<file path="src/rtl/fb_pixel_writer.sv">
// fb_pixel_writer
//
// Pixel-plot engine that sits between the CPU command port and video RAM.
// Commands {op, x, y, color} are queued in a small FIFO and executed in
// order. A plot does a read-modify-write of one 16-bit VRAM word, so only
// the addressed 4-bit nibble changes. A clear-fill writes every word of the
// 160x120 framebuffer (4 pixels per word, 4800 words) with one color.
//
// Ports
//   sys_clock_i      single clock, rising edge
//   resetb_i         asynchronous active-low reset
//   cmd_valid_i/cmd_ready_o  command handshake (valid/ready, see below)
//   cmd_op_i         00 plot, 01 clear-fill, 1x reserved (accepted, dropped)
//   cmd_x_i, cmd_y_i pixel column / row
//   cmd_color_i      3-bit RGB color
//   vram_addr_o      VRAM word address
//   vram_we_o        VRAM write strobe
//   vram_wdata_o     VRAM write data
//   vram_rdata_i     VRAM read data, valid the cycle after a read address
//   busy_o           FIFO non-empty or engine not idle
//   clip_err_o       sticky flag: an off-screen plot was dropped
//   clip_clr_i       clears clip_err_o (a simultaneous clip event wins)
//   dbg_state_o      current FSM state (IDLE=0, RD=1, WR=2, CLEAR=3)
//
// Handshake: a command transfers on a rising edge where cmd_valid_i and
// cmd_ready_o are both high. cmd_ready_o depends only on the registered FIFO
// count, so it does not depend on cmd_valid_i in the same cycle; a held
// command simply waits while the FIFO is full.

module fb_pixel_writer #(
    parameter int FIFO_DEPTH    = 4,
    parameter int FB_WIDTH      = 160,
    parameter int FB_HEIGHT     = 120,
    parameter int WORDS_PER_ROW = 40
) (
    input  logic        sys_clock_i,
    input  logic        resetb_i,
    input  logic        cmd_valid_i,
    output logic        cmd_ready_o,
    input  logic [1:0]  cmd_op_i,
    input  logic [7:0]  cmd_x_i,
    input  logic [7:0]  cmd_y_i,
    input  logic [2:0]  cmd_color_i,
    output logic [13:0] vram_addr_o,
    output logic        vram_we_o,
    output logic [15:0] vram_wdata_o,
    input  logic [15:0] vram_rdata_i,
    output logic        busy_o,
    output logic        clip_err_o,
    input  logic        clip_clr_i,
    output logic [1:0]  dbg_state_o
);

    localparam int PTR_W = $clog2(FIFO_DEPTH);
    localparam int CNT_W = PTR_W + 1;
    localparam logic [13:0] LAST_WORD = 14'(WORDS_PER_ROW * FB_HEIGHT - 1);

    typedef enum logic [1:0] {
        IDLE  = 2'd0,
        RD    = 2'd1,
        WR    = 2'd2,
        CLEAR = 2'd3
    } state_t;

    // ---------------- command FIFO ----------------
    logic [20:0]      fifo_mem_q [FIFO_DEPTH];
    logic [PTR_W-1:0] wr_ptr_q, rd_ptr_q;
    logic [CNT_W-1:0] count_q, count_d;
    logic             push, pop;

    assign cmd_ready_o = (count_q != CNT_W'(FIFO_DEPTH));
    assign push        = cmd_valid_i && cmd_ready_o;

    always_ff @(posedge sys_clock_i) begin
        if (push) begin
            fifo_mem_q[wr_ptr_q] <= {cmd_op_i, cmd_x_i, cmd_y_i, cmd_color_i};
        end
    end

    always_comb begin
        count_d = count_q;
        if (push && !pop) begin
            count_d = count_q + CNT_W'(1);
        end else if (pop && !push) begin
            count_d = count_q - CNT_W'(1);
        end
    end

    always_ff @(posedge sys_clock_i or negedge resetb_i) begin
        if (!resetb_i) begin
            wr_ptr_q <= '0;
            rd_ptr_q <= '0;
            count_q  <= '0;
        end else begin
            if (push) wr_ptr_q <= wr_ptr_q + PTR_W'(1);
            if (pop)  rd_ptr_q <= rd_ptr_q + PTR_W'(1);
            count_q <= count_d;
        end
    end

    // Head-of-FIFO decode
    logic [20:0] head;
    logic [1:0]  head_op;
    logic [7:0]  head_x, head_y;
    logic [2:0]  head_color;
    logic [13:0] head_addr;
    logic        head_onscreen;

    assign head          = fifo_mem_q[rd_ptr_q];
    assign head_op       = head[20:19];
    assign head_x        = head[18:11];
    assign head_y        = head[10:3];
    assign head_color    = head[2:0];
    assign head_addr     = 14'(head_y) * 14'(WORDS_PER_ROW) + 14'(head_x[7:2]);
    assign head_onscreen = (head_x < 8'(FB_WIDTH)) && (head_y < 8'(FB_HEIGHT));

    // ---------------- engine FSM ----------------
    state_t      state_q, state_d;
    logic [13:0] addr_q, addr_d;   // target word of the current plot
    logic [1:0]  nib_q, nib_d;     // nibble index x[1:0]
    logic [2:0]  color_q, color_d;
    logic [13:0] cnt_q, cnt_d;     // clear-fill word counter
    logic        clip_q, clip_set;

    always_comb begin
        state_d      = state_q;
        addr_d       = addr_q;
        nib_d        = nib_q;
        color_d      = color_q;
        cnt_d        = cnt_q;
        clip_set     = 1'b0;
        pop          = 1'b0;
        vram_we_o    = 1'b0;
        vram_addr_o  = addr_q;
        vram_wdata_o = '0;

        case (state_q)
            IDLE: begin
                if (count_q != '0) begin
                    pop = 1'b1;
                    case (head_op)
                        2'b00: begin
                            if (head_onscreen) begin
                                addr_d  = head_addr;
                                nib_d   = head_x[1:0];
                                color_d = head_color;
                                state_d = RD;
                            end else begin
                                clip_set = 1'b1;
                            end
                        end
                        2'b01: begin
                            color_d = head_color;
                            cnt_d   = '0;
                            state_d = CLEAR;
                        end
                        default: ; // reserved op: consumed and dropped
                    endcase
                end
            end
            RD: begin
                // Read cycle: address only, data returns next cycle.
                state_d = WR;
            end
            WR: begin
                vram_we_o = 1'b1;
                for (int i = 0; i < 4; i++) begin
                    vram_wdata_o[4*i +: 4] = (nib_q == 2'(i)) ? {1'b0, color_q}
                                                              : vram_rdata_i[4*i +: 4];
                end
                state_d = IDLE;
            end
            CLEAR: begin
                vram_we_o    = 1'b1;
                vram_addr_o  = cnt_q;
                vram_wdata_o = {4{1'b0, color_q}};
                if (cnt_q == LAST_WORD) begin
                    state_d = IDLE;
                end else begin
                    cnt_d = cnt_q + 14'd1;
                end
            end
            default: state_d = IDLE;
        endcase
    end

    always_ff @(posedge sys_clock_i or negedge resetb_i) begin
        if (!resetb_i) begin
            state_q <= IDLE;
            addr_q  <= '0;
            nib_q   <= '0;
            color_q <= '0;
            cnt_q   <= '0;
            clip_q  <= 1'b0;
        end else begin
            state_q <= state_d;
            addr_q  <= addr_d;
            nib_q   <= nib_d;
            color_q <= color_d;
            cnt_q   <= cnt_d;
            // A new clip event takes priority over a clear request.
            if (clip_set) begin
                clip_q <= 1'b1;
            end else if (clip_clr_i) begin
                clip_q <= 1'b0;
            end
        end
    end

    assign busy_o      = (count_q != '0) || (state_q != IDLE);
    assign clip_err_o  = clip_q;
    assign dbg_state_o = state_q;

endmodule

</file>
<file path="config.mk">
export PLATFORM = sky130hd
export DESIGN_NAME = fb_pixel_writer
export DESIGN_NICKNAME = d
export VERILOG_FILES = /design/src/rtl/fb_pixel_writer.sv
export SDC_FILE = /design/constraint.sdc
export NUM_CORES = 1
export LEC_CHECK = 0
export BUFFER_PORTS_ARGS = -buffer_cell sky130_fd_sc_hd__buf_4
export CAP_MARGIN = 20
export CORE_ASPECT_RATIO = 2
export CORE_UTILIZATION = 35
export CTS_CLUSTER_DIAMETER = 150
export DETAILED_ROUTE_END_ITERATION = 7
export SYNTH_ARGS = -nofsm -noshare
export SYNTH_HDL_FRONTEND = slang
export SYNTH_SLANG_ARGS = --single-unit
</file>
<file path="constraint.sdc">
create_clock -name sys_clock_i -period 9.9 [get_ports sys_clock_i]
set_input_delay 1.98 -clock sys_clock_i [delete_from_list [all_inputs] [get_ports sys_clock_i]]
set_output_delay 1.98 -clock sys_clock_i [all_outputs]
set_load 0.005 [all_outputs]
</file>
# Word-level counts from Yosys, hierarchy flattened
# Memory sizes are Yosys's and may differ from the RTL's.
# Index checks and enable logic that the tools add are counted.
[classes] add_sub_neg=6 mul=1 order_cmp=2 eq_ne=16 n_mux=30 n_reduce_logical=21
[ops] cell="14-bit two-way mux" n=4
[ops] cell="16-bit case mux with 2 select lines" n=1
[ops] cell="14-bit case mux with 2 select lines" n=1
[ops] cell="4-bit two-way mux" n=4
[ops] cell="4-bit AND reduction" n=4
[ops] cell="14-bit by 1-bit adder with 14-bit output, second input constant" n=1
[ops] cell="14-bit by 6-bit adder with 14-bit output" n=1
[ops] cell="14-bit by 13-bit equality test with 1-bit output, second input constant" n=1
[ops] cell="8-bit by 3-bit multiplier with 11-bit output, second input constant" n=1
[ops] cell="1-bit two-way mux" n=11
[ops] cell="2-bit nonzero test" n=5
[ops] cell="3-bit two-way mux" n=3
[ops] cell="2-bit equality test, second input constant" n=4
[ops] cell="8-bit by 7-bit < comparator with 1-bit output, second input constant" n=1
[ops] cell="8-bit < comparator, second input constant" n=1
[ops] cell="2-bit inequality test, second input constant" n=4
[ops] cell="2-bit case mux with 4 select lines" n=1
[ops] cell="2-bit by 1-bit equality test with 1-bit output, second input constant" n=3
[ops] cell="2-bit logical NOT" n=3
[ops] cell="2-bit two-way mux" n=3
[ops] cell="3-bit inequality test, second input constant" n=2
[ops] cell="3-bit case mux with 2 select lines" n=1
[ops] cell="2-bit by 1-bit adder with 2-bit output, second input constant" n=2
[ops] cell="1-bit logical AND" n=4
[ops] cell="9 further kinds" n=10
[word_totals] regBits=43 ram_bits=84 inputBits=41 mem_count=1
[mem_list] name="fifo_mem_q" words=4 width=21 read_ports=1 rd_clocked_by_memory_dff=0 write_ports=1 line_no="66" rtl="logic [20:0] fifo_mem_q [FIFO_DEPTH];"

# Longest topological paths before layout
# Gate-level depths: netlist (run 1).
# An unclocked memory read counts as a cell.
[logic_depth] depth_word=8 mapped_depth=12 mapped_depth_nobuf=9

# Least setup slack after synthesis (run 1)
# No wires, ideal clock.
[synth_timing] kind="input port to output port" from="input port vram_rdata_i[4]" to="output port vram_wdata_o[4]" arrival_time_ns=2.164 required_time_ns=7.920 setup_slack_ns=5.756 stages=2 path_cell_list="mux2i_1 nor2b_1"
[synth_via] elab_chain_len=2
[synth_lines] item="start: declaration" line_no="47" rtl="input logic [15:0] vram_rdata_i,"
[synth_lines] item="4-bit two-way mux" line_no="168" rtl="vram_wdata_o[4*i +: 4] = (nib_q == 2'(i)) ? {1'b0, color_q}"
[synth_lines] item="16-bit case mux with 2 select lines" line_no="137" rtl="case (state_q)"
[synth_lines] item="end: declaration" line_no="46" rtl="output logic [15:0] vram_wdata_o,"
# No other way between the ends.

# Worst setup path in the final report (run 1)
[layout_timing] from="input port vram_rdata_i[1]" to="output port vram_wdata_o[1]"
# The elaborated chain is that of the path after synthesis.

==> impl_results.md, run 1 <==
- Syn_nets: 500
- Maximum root-to-sink buffer count: 2
- Top FF cell, synth: edfxtp_1
- Antenna violations before repair: 0
- Fraction of layout cells with a size suffix above 1: ~27%
- Top cell by count, worst path: buf_4
- CP delay by family, top: buffers and inverters
- Setup_tns: 0 ns
- Drt pass-1 iters: 4
- Post-CTS Resized: 0
- DRC violations left: 0
- Distinct cells, synth: 56
- CP arrival: 2.44 ns
- Fill cells: 1,623
- Share of the synthesized area in the top cell type: a little over 40%
- Initial core utilization: 35.5%
- Post-synthesis register bit count: about 130
- Die span in y: 189 µm
- DR iter-0 viols: 122
- FF-to-FF path depth: 8
- CP Class: input port to output pin
- Row count: 68
- YS warnings: 0
- LEAKAGE: between 0.003 and 0.004 µW
- P&R area growth vs syn: 22.9%
- CTS root buf: clkbuf_16
- Crit path time final: 4.42 ns
- Worst Setup Start Kind: input port
- Total Power: 2570 µW
- Final Cycle Share: 44.7%
- Post-CTS setup buffer count: 0
- GRT Overall Usage: 15.5%
- Reg-to-reg setup timing slack: approximately 5.7 ns
- CTS tree: built
- Vias/cell: 5.18
- IO Pins: 77
- Critical Path End Type: output pin
- Top cell type by total area after synthesis: edfxtp_1
- RR Endpoint: addr_q[12]$_DFFE_PN0P_
- Die area: 18,000 µm²
- Mapped Area: 6100 µm²
- Hold depth: 2
- Post-synth ARST share: 33.9%
- # setup viols final: 0
- Max-cap violations: 0
- Post-DRT Antenna Nets: 0
- Hold Path Class: flip-flop to flip-flop
- WP buf/inv: 2
- Skew final: approximately 0.005 ns
- Worst-margin pin slew: between 0.9 and 1 ns
- Largest net degree at the start of global routing: 44
- First-pass GRT wire length: between 20 and 25 mm
- Post-synth top cells: 84 x edfxtp_1, 43 x dfrtp_1, 41 x nand2_1, 23 x nor2_1, 21 x ha_1
- Via count: slightly below 4,000
- Clk sinks: 127
- Num CTS Buffers: 17
- Critical Path RT: 7.92 ns
- Launching point of the worst reg2reg path: rd_ptr_q[1]$_DFFE_PN0P_
- Area contributors post-synth: edfxtp_1 41%, dfrtp_1 18%, mux4_1 4.7%, ha_1 4.3%, mux4_2 3.7%
- Count leader, synth: edfxtp_1
- CTS clk-pin slew, worst paths: around 0.060 ns
- Nets@finish: 585
- Antenna Cells: 0
- PD cells: 343 nW/µm²
- Slew Viols, Final: 0
- Slowest CP cell: mux2i_1
- Min-delay src: addr_q[8]$_DFFE_PN0P_
- Unrepaired setup endpoints after global routing: false
- Post-synthesis sequential area ratio: a little under 60%
- Fmax: 0.226 GHz
- Port buffer count: 76
- Syn Area/Cell: 14.0 µm²
- Die W: approximately 95 µm
- Gr ovfl total: 0
- CTS Hold Bufs: 0
- Wirelength per Cell: 17.0 µm
- Max VDD drop: 0.000120 V
- Status: completed
- DP Wirelength: 9.24 mm
- Routability Congestion: 0.775
- Hold endpoint: addr_q[8]$_DFFE_PN0P_
- Crit path max fanout: 1
- CP Cell Sequence: buf_4 > mux2i_1 > nor2b_1 > buf_4
- # H-tree levels: 4
- Vias in the first global route: 4,269
- Core ar.: 17,200 µm²
- Final wirelength: 12.6 mm
- Clk Latency, worst-skew pair: 0.41 ns
- Final hold violation count: 0
- Slew Limit Headroom: 34.4%
- Gate Count Post-Synth: 435
- Post-synth EDFFs: 84
- Crit-path max cell delay: roughly 0.15 ns
-- per-stage QoR --
step / util [%] / std cells / instance area [µm²] / setup WS [ns] / hold WS [ns]
2_1_floorplan: - / 435 / 6100 / 5.76 / 0.433
3_3_place_gp: 40.0 / 709 / 6880 / 5.51 / 0.465
3_5_place_dp: 40.3 / 711 / 6930 / 5.48 / 0.470
4_1_cts: 43.7 / 743 / 7500 / 5.47 / 0.485
5_1_grt: 43.7 / 743 / 7500 / 5.35 / 0.520
6_report: 43.7 / 743 / 7500 / 5.48 / 0.485
-- cell usage in the layout (no fill, tap or decap), types with 3 or more instances in the layout --
cell type and instances:
nand4_1 4, mux4_2 10, mux4_1 11, xor2_1 15
and3_1 8, xnor2_1 12, dfrtp_1 43, o21ai_0 15
mux2_2 16, nor3b_1 4, o21ai_1 4, ha_1 21
clkinv_2 3, buf_4 80, mux2i_1 12, nand2_1 41
edfxtp_1 84, fa_1 3, and2_1 4, nor3_1 3
clkinv_4 4, a21o_1 3, nand3_1 13, nor2_1 23
inv_1 12, nor2b_1 14, clkbuf_16 17, a21oi_1 8
-- layer usage --
metal	wire length [µm]	global-route usage, %
met2	7470	29.5
met1	4340	15.0
met4	405	8.50
met3	418	2.91
met5	0	0
-- worst reg2reg max path, stage by stage (launching register included) --
cell      delay [ns]
dfrtp_1         0.99
mux4_1          0.50
ha_1            0.37
ha_1            0.31
a211oi_1        0.54
nor2_1          0.17
or4b_2          0.76
o311ai_0        0.31
a31oi_1         0.13
-- where the power goes --
group	switching, µW	internal, µW
clock	225	369
combinational	615	570
sequential	91.5	701
total	931	1640
-- final cells by class --
cell class                 instances  area (µm²)  share of cell area, %
multi-input combinational        280        2370                   31.6
inverter                          12        45.0                  0.600
timing repair buffer              82         656                   8.74
clock buffer                      18         429                   5.72
sequential                       127        3600                   48.0
clock inverter                    14         143                   1.90
tap                              210         263                   3.50
-- cell families (layout without fill, tap and decap cells) --
group           Yosys count  count (layout)  synth area share, %
fa+ha+maj                24              24                 5.29
compound gates           50              50                 5.45
xor+xnor                 27              27                 3.87
buf+inv                  28             126                 2.21
mux                      49              49                 13.3
simple gates            130             130                 10.9
flops                   127             127                 59.0
-- state kept, by name (all words and copies together) (netlist names), 3 cells and up --
register    count
color_q         3
fifo_mem_q     84
count_q         3
addr_q         14
cnt_q          14
-- worst max-delay path by stage --
| stage | cells after the start | slack [ns] | to | from |
|---|---|---|---|---|
| global placement | 4 | 5.51 | vram_wdata_o[1] | vram_rdata_i[1] |
| CTS | 3 | 5.47 | vram_addr_o[9] | dbg_state_o[1]$_DFFE_PN0P_ |
| floorplan | 2 | 5.76 | vram_wdata_o[4] | vram_rdata_i[4] |
| detailed placement | 4 | 5.48 | vram_wdata_o[1] | vram_rdata_i[1] |
| global route | 8 | 5.35 | addr_q[12]$_DFFE_PN0P_ | rd_ptr_q[1]$_DFFE_PN0P_ |
| finish | 4 | 5.48 | vram_wdata_o[1] | vram_rdata_i[1] |
No activity file was read; power rests on OpenSTA's default activity.
==> inputs of run 2 (changes only) <==
- clock period: 9.9 -> 3.6 ns (I/O delays scaled with it)
==> impl_results.md, run 2 (synthesis gave the netlist of run 1 again) <==
- Status: completed
- Most frequent cells in the layout: 90 x buf_4, 84 x edfxtp_1, 42 x dfrtp_1
- Crit path max fanout: 7 (+6)
- Finished Layout Cells: 751 (+1.1%)
- Die W: 95.4 µm (unchanged)
- Wirelength per Cell: 17.4 µm (+2.6%)
- Critical Path End Type: flip-flop
- P&R area growth vs syn: 23.6%
- Clk sinks: 127 (unchanged)
- CP Cell Sequence: mux4_2 > ha_1 > ha_1 > fa_1 > o2111ai_1 > or4b_4 > a2111o_1 > a31oi_1
- Crit path time final: 3.40 ns
- Via count: 3,871 (+0.62%)
- Largest net degree at the start of global routing: 44 (unchanged)
- Skew final: 0.00626 ns (+0.00115 ns)
- CP Class: flip-flop to flip-flop
- Critical Path RT: 3.93 ns (-3.99 ns)
- Most common cell after layout, fill and taps aside: buf_4
- LEAKAGE: 0.00312 µW (+0.59%)
- Final wirelength: 13.1 mm (+3.7%)
- Antenna Cells: 0 (unchanged)
- Combinational share of power: 47.5% (+1.4 points)
- Cells after DPL: 719 (+1.1%)
- # setup viols final: 0 (unchanged)
- DP Wirelength: 9.84 mm (+6.5%)
- Clock network power share: 22.8% (-0.3 points)
- Biggest regs: fifo_mem_q: 84 flops, addr_q: 14 flops, cnt_q: 14 flops
- First-pass GRT wire length: 20.9 mm (+0.13%)
- Worst-margin pin slew: 0.877 ns (-0.107 ns)
- Sequential share of power: 29.8% (-1.0 points)
- Gr ovfl total: 0 (unchanged)
- Final Cycle Share: about 94%
- # H-tree levels: 4 (unchanged)
- Die area: 18,000 µm² (unchanged)
- Max FFs per register: 84 (unchanged)
- Row count: 68 (unchanged)
- Max-cap violations: 0 (unchanged)
- Slew Viols, Final: 0 (unchanged)
- Maximum root-to-sink buffer count: 2 (unchanged)
- Cell-internal power: 4670 µW (+180%)
- GRT Overall Usage: 15.7% (+0.21 points)
- Hold Path Class: input port to asynchronous set/reset pin
- DRC violations left: 0 (unchanged)
- Slowest CP cell: or4b_4
- CP arrival: 3.73 ns (+1.29 ns)
- CTS root buf: clkbuf_16
- Core ar.: 17,200 µm² (unchanged)
- Initial core utilization: 35.5% (unchanged)
- Routability Congestion: 0.795 (+2.5%)
- Drt pass-1 iters: 4 (unchanged)
- CTS tree: built
- Worst hold slack: 0.311 ns (-0.174 ns)
- Post-DRT Antenna Nets: 0 (unchanged)
- Final hold violation count: 0 (unchanged)
- IO Pins: 77 (unchanged)
- Post-place setup slack: -0.00547 ns (-5.49 ns)
- PD cells: 965 nW/µm² (+180%)
- Slew Limit Headroom: 41.6% (+7.2 points)
- Top cell by count, worst path: ha_1
- Largest register by flop count: fifo_mem_q
- WP buf/inv: 0 (-2)
- DR iter-0 viols: 113 (-7.4%)
- CP delay by family, top: adder cells
- Psw: 2610 µW (+180%)
- Total Power: 7270 µW (+180%)
- Worst setup margin: 0.198 ns (-5.28 ns)
- Num CTS Buffers: 17 (unchanged)
- Max VDD drop: 0.000412 V (+240%)
- Vias/cell: 5.15 (-0.45%)
- Net Sw Frac: 35.9% (-0.37 points)
- Port buffer count: 76 (unchanged)
- Die span in y: 189 µm (unchanged)
- Crit-path max cell delay: 0.58 ns (+0.43 ns)
- Antenna violations before repair: 0 (unchanged)
- Nets@finish: 593 (+1.4%)
- CTS clk-pin slew, worst paths: 0.05 ns (about the same)
- Unrepaired setup endpoints after global routing: false
- Fmax: 0.294 GHz
- Fraction of layout cells with a size suffix above 1: 28.3% (+1.1 points)
- Vias in the first global route: 4,214 (-1.3%)
- Clk Latency, worst-skew pair: 0.41 ns (about the same)
- Worst Setup Start Kind: flip-flop
## run 2: changes by cell type in the layout (fill, tap and decap cells not counted), sizes merged
cell / change
buf: +8
bufinv: +1
clkinv: -1
clkinvlp: +2
inv: -2
## run 2: cell type report
| cell class | count | area (µm²) |
|---|---|---|
| flip-flops and latches | 127 | 3600 |
| clock inverters | 14 | 149 |
| clock buffers | 18 | 429 |
| fillers | 1579 | 9650 |
| well taps | 210 | 263 |
| multi-input cells | 280 | 2380 |
| inverters | 12 | 45.0 |
| repair buffers | 90 | 676 |
## run 2: path summary, 6_finish.rpt
| check | end | slack [ns] | cells after the start | startpoint |
|---|---|---|---|---|
| max | addr_q[12]$_DFFE_PN0P_ | 0.20 | 8 | rd_ptr_q[0]$_DFFE_PN0P_ |
| min | nib_q[1]$_DFFE_PN0P_ | 0.31 | 1 | resetb_i |
| max reg2reg | addr_q[12]$_DFFE_PN0P_ | 0.20 | 8 | rd_ptr_q[0]$_DFFE_PN0P_ |
| max in group asynchronous | rd_ptr_q[0]$_DFFE_PN0P_ | 2.86 | 1 | resetb_i |
| min in group sys_clock_i | addr_q[8]$_DFFE_PN0P_ | 0.47 | 2 | addr_q[8]$_DFFE_PN0P_ |
| min reg2reg | addr_q[8]$_DFFE_PN0P_ | 0.47 | 2 | addr_q[8]$_DFFE_PN0P_ |
## run 2: power by group through the flow
| stage | Sequential, µW | Combinational [µW] | Clock [µW] |
|---|---|---|---|
| after global placement | 2170 | 3360 | 0 |
| after floorplan | 2060 | 2510 | 0 |
| after detailed placement | 2200 | 3440 | 0 |
| after global routing | 2210 | 3810 | 1740 |
| after CTS | 2170 | 3460 | 1690 |
| final | 2170 | 3450 | 1660 |
## run 2: worst register-to-register path: cells and delay by family, from the launching register on
kind,cells,cell delay [ns]
AOI/OAI and AO/OA,3,0.63
adders and majority gates,3,1.07
DFF,1,0.48
muxes,1,0.57
and+or+nand+nor,1,0.58
## run 2: repair_timing
item,in CTS,in global routing
cloned,0,0
setup endpoints to repair,1,2
gates resized for setup,1,3
buffers inserted,0,0
hold buffers,0,0
pin swaps,0,0
## run 2: layer usage
metal / vias up / share of wire, % / track usage, %
met1: 1934 / 34 / 14.6
met5: - / 0 / 0
met4: 0 / 3.7 / 8.96
met3: 31 / 3.5 / 3.63
met2: 89 / 59 / 29.8
li1: 1817 / - / -
## run 2: metrics by stage
stage | utilization [%] | area, µm² | TNS [ns]
after detailed placement | 40.5 | 6960 | -0.00547
after CTS | 43.8 | 7530 | 0
final | 43.9 | 7540 | 0
after global routing | 43.9 | 7540 | 0
after global placement | 40.5 | 6960 | 0
after floorplan | - | 6120 | 0
